==> config.mk <==
export PLATFORM = sky130hd
export DESIGN_NAME = ika9958_cpu_regwr
export DESIGN_NICKNAME = d
export VERILOG_FILES = /design/src/rtl/ika9958_cpu_regwr.sv
export SDC_FILE = /design/constraint.sdc
export NUM_CORES = 1
export LEC_CHECK = 0
export CORE_ASPECT_RATIO = 0.9
export CORE_MARGIN = 5
export CORE_UTILIZATION = 43
export DETAILED_ROUTE_END_ITERATION = 10
export PLACE_DENSITY = 0.75
export SLEW_MARGIN = 25
export SYNTH_ARGS = -nofsm -noshare
export SYNTH_HDL_FRONTEND = slang
export SYNTH_SLANG_ARGS = --single-unit
==> constraint.sdc <==
create_clock -name i_EMUCLK -period 1.2 [get_ports i_EMUCLK]
set_input_delay 0.24 -clock i_EMUCLK [delete_from_list [all_inputs] [get_ports i_EMUCLK]]
set_output_delay 0.24 -clock i_EMUCLK [all_outputs]
set_load 0.02 [all_outputs]
==> src/rtl/ika9958_cpu_regwr.sv <==
// ika9958_cpu_regwr -- CPU port write decoder for a V9958-style VDP.
//
// This block turns CPU strobes into register-file writes and VRAM address
// setups:
//   port 1 : two-byte sequence. The first byte is latched. The second byte
//            either writes a register (10aaaaaa), sets up a VRAM address
//            (0Rhhhhhh), or does nothing (11xxxxxx).
//   port 3 : indirect register write through pointer R#17. This port is
//            only present when IKA9958_INDIRECT_EN is defined.
//   port 0/2 : ignored here.
//
// Ports
//   i_EMUCLK                  clock (rising edge)
//   i_RST                     synchronous active-high reset
//   i_WR, i_RD                one-cycle CPU write / read strobes
//   i_PORT[1:0], i_DIN[7:0]   port select and write data
//   o_REG_WE, o_REG_ADDR[5:0], o_REG_DATA[7:0]   register-file write pulse
//   o_VAS_WE, o_VAS_ADDR[13:0], o_VAS_RW         VRAM address-setup pulse
//   o_R17[7:0]                indirect pointer register R#17
//
// Parameter NUM_REGS: register numbers >= NUM_REGS produce no write pulse.
// Macro IKA9958_INDIRECT_EN: enables the port-3 indirect access path.
module ika9958_cpu_regwr #(
    parameter int NUM_REGS = 47
) (
    input  logic        i_EMUCLK,
    input  logic        i_RST,
    input  logic        i_WR,
    input  logic        i_RD,
    input  logic [1:0]  i_PORT,
    input  logic [7:0]  i_DIN,
    output logic        o_REG_WE,
    output logic [5:0]  o_REG_ADDR,
    output logic [7:0]  o_REG_DATA,
    output logic        o_VAS_WE,
    output logic [13:0] o_VAS_ADDR,
    output logic        o_VAS_RW,
    output logic [7:0]  o_R17
);

    localparam int unsigned NREGS_U = NUM_REGS;

    logic       ff;      // 1: the next port-1 write is the second byte
    logic [7:0] latch;   // first byte of the port-1 sequence
    logic [7:0] r17;

    logic wr1, rd1, ff_eff, second, reg1, vas1, reg1_ok;
    logic ind_wr, ind_ok;

    assign o_R17 = r17;

    assign wr1    = i_WR && (i_PORT == 2'd1);
    assign rd1    = i_RD && (i_PORT == 2'd1);
    // A simultaneous read clears the flip-flop first, so the write lands as a first byte.
    assign ff_eff = ff && !rd1;
    assign second = wr1 && ff_eff;
    assign reg1   = second && (i_DIN[7:6] == 2'b10);
    assign vas1   = second && !i_DIN[7];
    assign reg1_ok = ({26'd0, i_DIN[5:0]} < NREGS_U);

`ifdef IKA9958_INDIRECT_EN
    assign ind_wr = i_WR && (i_PORT == 2'd3);
`else
    assign ind_wr = 1'b0;
`endif
    // The pointer register itself cannot be written indirectly.
    assign ind_ok = (r17[5:0] != 6'd17) && ({26'd0, r17[5:0]} < NREGS_U);

    always_ff @(posedge i_EMUCLK) begin
        if (i_RST) begin
            ff         <= 1'b0;
            latch      <= 8'h00;
            r17        <= 8'h00;
            o_REG_WE   <= 1'b0;
            o_REG_ADDR <= 6'd0;
            o_REG_DATA <= 8'h00;
            o_VAS_WE   <= 1'b0;
            o_VAS_ADDR <= 14'd0;
            o_VAS_RW   <= 1'b0;
        end else begin
            o_REG_WE <= 1'b0;
            o_VAS_WE <= 1'b0;

            if (wr1) begin
                if (!ff_eff) begin
                    latch <= i_DIN;
                    ff    <= 1'b1;
                end else begin
                    ff <= 1'b0;
                end
            end else if (rd1) begin
                ff <= 1'b0;
            end

            if (reg1) begin
                if (reg1_ok) begin
                    o_REG_WE   <= 1'b1;
                    o_REG_ADDR <= i_DIN[5:0];
                    o_REG_DATA <= latch;
                end
                // R#17 tracks its writes even when the pulse is suppressed.
                if (i_DIN[5:0] == 6'd17)
                    r17 <= latch;
            end

            if (vas1) begin
                o_VAS_WE   <= 1'b1;
                o_VAS_ADDR <= {i_DIN[5:0], latch};
                o_VAS_RW   <= i_DIN[6];
            end

            if (ind_wr) begin
                if (ind_ok) begin
                    o_REG_WE   <= 1'b1;
                    o_REG_ADDR <= r17[5:0];
                    o_REG_DATA <= i_DIN;
                end
                // Auto-increment wraps within the 6-bit field and leaves bit 6 alone.
                if (!r17[7])
                    r17[5:0] <= r17[5:0] + 6'd1;
            end
        end
    end

endmodule

==> results of run 1 <==
==> power breakdown <==
group	total (mW)	switching, mW	internal (mW)
registers	1.61	0.00987	1.60
clock network	0.990	0.520	0.471
logic	0.258	0.126	0.131
==> Yosys cell counts (2+ instances only) <==
library cell	number	area (um^2)
dfxtp_1	48	960.9
nand2b_1	35	219.0
a21oi_1	24	120.1
nand3_1	24	120.1
o21ai_1	23	115.1
mux2i_1	20	200.2
clkbuf_1	7	26.28
buf_2	5	25.02
buf_1	2	7.510
buf_4	2	15.01
nor2_1	2	7.510
nor2b_1	2	12.51
o21ai_0	2	10.01
==> final cells by class <==
type,count,area share [%]
Clock buffer,8,3.267
Multi-Input combinational cell,148,35.30
Sequential cell,48,34.89
Inverter,1,0.1361
Tap cell,62,2.813
Timing Repair Buffer,82,23.59
==> cells by family (layout without fill, tap and decap cells) <==
kind of cell	after synthesis	in the layout	share of synthesized area, %
AND/OR/NAND/NOR	73	73	22.61
AO/OA/AOI/OAI	55	55	14.64
flip-flops	48	48	48.24
multiplexers	20	20	10.05
buffers and inverters	18	91	4.460
==> registers in the layout, summed over array words and instances (netlist names) <==
name        count
ff              1
latch           8
o_R17           8
o_REG_ADDR      6
o_REG_DATA      8
o_REG_WE        1
o_VAS_ADDR     14
o_VAS_RW        1
o_VAS_WE        1
==> layer usage <==
metal | global-route usage (%) | part of all wire [%]
met5 | 0 | 0
met4 | 8.487 | 2.6
met3 | 4.358 | 6.3
met2 | 29.33 | 47
met1 | 20.51 | 44
==> repair_timing <==
item | CTS | global route
gates resized for setup | 109 | 35
cloned | 1 | 1
pin swaps | 4 | 3
setup buffers | 1 | 0
endpoints found under the setup margin | 86 | 67
==> tightest hold or removal path: stages <==
cell,delay (ns)
dlygate4sd2_1,0.28
nand3_1,0.08
a21oi_1,0.06
==> worst max path at each step <==
stage / slack (ns) / to
after floorplan: 0.003 / o_VAS_ADDR[12]
after global placement: -0.51 / o_R17[3]
after detailed placement: -0.55 / o_R17[4]
after CTS: -0.06 / o_R17[4]
after global routing: -0.10 / o_REG_DATA[4]
final: -0.04 / o_R17[7]
==> metrics by stage <==
step	cell area [um^2]	utilization (%)	std cells
after floorplan	1999	-	214
after global placement	2734	61.29	338
after detailed placement	2734	61.29	338
after CTS	2851	63.93	348
after global routing	2758	61.82	349
final	2758	61.82	349
==> metrics.cfg, run 1 <==
[status]
status = finished, violations left
violations = negative setup slack

[drt]
wl_per_cell_um = 14.47
drc = 0
ant_nets = 0
wl_um = 5050
via_count = 1791
via_per_inst = 5.132
drt_iter0_markers = 93
firstDrtPassIters = 4

[setup_path]
r2r-end = o_R17[7]
r2r_slack_ns = -0.04
setup.worst_path.start = ff
cp_top_family = simple AND/OR/NAND/NOR gates
rr_worst_depth = 3
path_class = register to register
startpoint_type = register
cp_max_fo = 8
critPathMaxStageDelay_ns = 0.36
slowest_stage = dfxtp_2
cp-end-kind = register
timing.rr.start = ff
worst-path-buf-inv = 0
worst_ep_required_time_ns = 1.43
path_cells = and4bb_2, and4_4, mux2i_1
crit_arrival_ns = 1.47
worst-path-stages = 3

[timing]
hold_viol = 0
min_period_over_period_pct = 103.4
fmax_ghz = 0.8056
setup_tns_ns = -0.3760
fin_worst_skew_ns = 0.008072
rsz0062_at_grt = true
whs_ns = 0.4004
tightest_slew_ns = 0.3016
setup_viol = 17
setup_ws_ns = -0.04132
slew_violations = 0
layout_min_cycle_time_ns = 1.241
slew_headroom_pct = 79.89

[hold_path]
hold_depth = 3
hold_end = o_VAS_ADDR[13]
hold_path_class = primary input to register
hp-start = i_DIN[5]

[yosys]
synth_flop_cell = dfxtp_1
synth_cell_types = 31
synth_edf_count = 0
synth_fp_nets = 228
yosysWarnings = 0
synthCells = 214
ys_seq_area_share_pct = 48.24
async_flop_share_pct = 0
syn-cell-area_um2 = 1992
ys_ff_latch = 48
avgSynthCellArea_um2 = 9.308

[die]
die_area_um2 = 6095
initial_utilization_pct = 44.66
die_h_um = 74.57
io-pin-count = 53
rows = 23
die_w_um = 81.74
core_area_um2 = 4461

[global_routing]
grt_pass1_wl_um = 8148
grt_max_degree = 39
track_usage_pct = 17.34
grt-ovfl-total = 0
first_global_vias = 1817
antenna_found_initial = 0

[power]
totalPowerFinal_mw = 2.861
p_leak_nw = 1.102
powerDensity_nw_per_um2 = 1038
ir_drop_v = 0.0005567

[clocking]
htree_levels = 2
clk_pin_slew_ns = 0.09
cts_buffers = 5
ctsRootBufferMaster = clkbuf_8
clock_latency_ns = 0.30
cts_tree = done
cts_hold_buf = 0
cts.path.max_buffers = 2
clock-sinks = 48

[placed_design]
place.gp.congestion = 0.8187
pre_cts_slack_ns = -0.5480
hpwl_um = 3460
portBuffers = 52

[run]
drv_cap = 0

[layout]
fin_nets = 300
register_area_um2 = 962.2
final_common_cell = dfxtp_1
n_antenna_cell = 0
fill_cells = 421
final_cell_mix = dfxtp_1, nand2b_1, buf_4, nand3_1, a21oi_1
multi_input_area_um2 = 973.4
drive_above_1_share_pct = 28.57
syn_to_final_growth_pct = 38.44

Power figures use the tool's default switching activity.
==> inputs of run 2 (changes only) <==
- CELL_PAD_IN_SITES_DETAIL_PLACEMENT: default -> 1
- CELL_PAD_IN_SITES_GLOBAL_PLACEMENT: default -> 1
- CORE_UTILIZATION: 43 -> 32
- PLACE_DENSITY: 0.75 -> default
- PLACE_DENSITY_LB_ADDON: default -> 0.1
==> run 2 against run 1 <==
Against the previous run: the run still ends with negative setup slack left; clock power is 4% higher; first-iteration DRC count down 44%; clock-buffer cell count decreased by 1; cell count increased by 4.0%; critical endpoint is now o_R17[4]; fmax decreased by 1.7%; global-route usage down 2.1 points; largest cell class unchanged.
==> metrics.cfg, run 2 (same netlist as run 1, synthesis figures left out) <==
[power]
ir_drop_v = 0.0003826  ; -31%
powerDensity_nw_per_um2 = 1024  ; -1.3%
p_leak_nw = 1.104  ; +0.20%

[setup_path]
cp-end-kind = register
worst_ep_required_time_ns = 1.44  ; about the same
rr_worst_depth = 3  ; unchanged
crit_arrival_ns = 1.50  ; +0.03 ns
path_class = register to register
startpoint_type = register
cp_max_fo = 8  ; unchanged

[layout]
final_cell_mix = dfxtp_1, nand2b_1, buf_4, nand3_1, a21oi_1
final_common_cell = dfxtp_1
n_antenna_cell = 0  ; unchanged
largest_reg_flops = 14  ; unchanged
instances_no_fill = 363  ; +4.0%
fin_nets = 304  ; +1.3%
syn_to_final_growth_pct = 42.84
drive_above_1_share_pct = 31.62  ; +3.0 points
top_register = o_VAS_ADDR

[drt]
wl_um = 5873  ; +16%
drt_iter0_markers = 52  ; -44%
drc = 0  ; unchanged
via_per_inst = 4.961  ; -3.3%
firstDrtPassIters = 4  ; unchanged
ant_nets = 0  ; unchanged
via_count = 1801  ; +0.56%
wl_per_cell_um = 16.18  ; +12%

[timing]
rsz0062_at_grt = true
setup_viol = 21  ; +4
layout_min_cycle_time_ns = 1.263  ; +0.02207 ns
min_period_over_period_pct = 105.3  ; +1.8 points
slew_violations = 0  ; unchanged
fin_worst_skew_ns = 0.002291  ; -0.005781 ns
fmax_ghz = 0.7915  ; -1.7%
slew_headroom_pct = 80.68  ; +0.79 points
hold_viol = 0  ; unchanged
setup_ws_ns = -0.06339  ; -0.02207 ns
tightest_slew_ns = 0.2886  ; -0.01306 ns
setup_tns_ns = -0.7223  ; -0.3463 ns

[global_routing]
grt-ovfl-total = 0  ; unchanged
grt_max_degree = 25  ; -36%
grt_pass1_wl_um = 9577  ; +18%
track_usage_pct = 15.24  ; -2.1 points
antenna_found_initial = 0  ; unchanged
first_global_vias = 1905  ; +4.8%

[clocking]
htree_levels = 2  ; unchanged
cts.path.max_buffers = 2  ; unchanged
clk_pin_slew_ns = 0.09  ; about the same
cts_buffers = 5  ; unchanged
cts_tree = done
clock_latency_ns = 0.30  ; about the same
clock-sinks = 48  ; unchanged
ctsRootBufferMaster = clkbuf_8

[die]
rows = 27  ; +17%
core_area_um2 = 6081  ; +36%
die_w_um = 93.17  ; +14%
die_area_um2 = 7905  ; +30%
initial_utilization_pct = 32.76  ; -12 points
io-pin-count = 53  ; unchanged
die_h_um = 84.85  ; +14%

[status]
status = finished, violations left
violations = negative setup slack

[placed_design]
place.gp.congestion = 0.7458  ; -8.9%
portBuffers = 52  ; unchanged
hpwl_um = 4171  ; +21%
dp_cells = 350  ; +3.6%

[hold_path]
hold_path_class = primary input to register
hold_depth = 3  ; unchanged

[run]
drv_cap = 0  ; unchanged

run 2: changes by cell type in the layout (fill, tap and decap cells not counted), moves of 2 or more:
cell and delta:
buf_4 +3, clkbuf_2 -8, clkdlybuf4s15_2 +9, buf_2 +3, dlygate4sd2_1 -3, buf_6 +2
run 2: power breakdown:
part	switching, mW	internal [mW]	total [mW]	leakage [nW]
registers	0.0108	1.60	1.61	0.388
clock network	0.556	0.469	1.03	0.0445
logic	0.137	0.139	0.275	0.672
total	0.703	2.21	2.91	1.10
run 2: path summary, 6_finish.rpt:
check,startpoint,to,slack (ns)
max,ff,o_R17[4],-0.06
min,i_DIN[3],o_VAS_ADDR[11],0.36
max reg2reg,ff,o_R17[4],-0.06
min reg2reg,o_VAS_ADDR[12],o_VAS_ADDR[12],0.47
run 2: area by class of cell:
class	count	area, um^2
clock inverters	1	7.507
flip-flops and latches	48	962.2
inverters	1	3.754
multi-input cells	148	979.7
well taps	72	90.09
repair buffers	86	715.7
fillers	736	3236
clock buffers	7	86.33
run 2: layer usage:
metal | wire [um] | global-route usage (%)
met3 | 301 | 4.078
met2 | 2622 | 23.28
met5 | 0 | 0
met4 | 65 | 3.995
met1 | 2883 | 21.31
run 2: through the flow:
stage | setup WS (ns) | total power [mW] | hold WS, ns | utilization (%) | area [um^2]
2_1_floorplan | 0.003221 | 1.754 | 0.3877 | - | 1999
3_3_place_gp | -0.6535 | 1.910 | 0.4587 | 45.21 | 2749
3_5_place_dp | -0.6988 | 1.913 | 0.4614 | 45.21 | 2749
4_1_cts | -0.06870 | 2.934 | 0.3598 | 47.98 | 2918
5_1_grt | -0.1390 | 3.029 | 0.3868 | 46.79 | 2845
6_report | -0.06339 | 2.915 | 0.3625 | 46.79 | 2845
run 2: critical path: stages (launching register included):
cell	delay (ns)
dfxtp_2	0.36
and4bb_2	0.29
and4_4	0.35
mux2i_1	0.20
run 2: repair_timing:
item | CTS | global route
setup endpoints to repair | 85 | 65
gates resized for setup | 127 | 29
pin swaps | 5 | 2
hold buffers | 0 | 0
cloned | 1 | 0
buffers inserted | 3 | 1
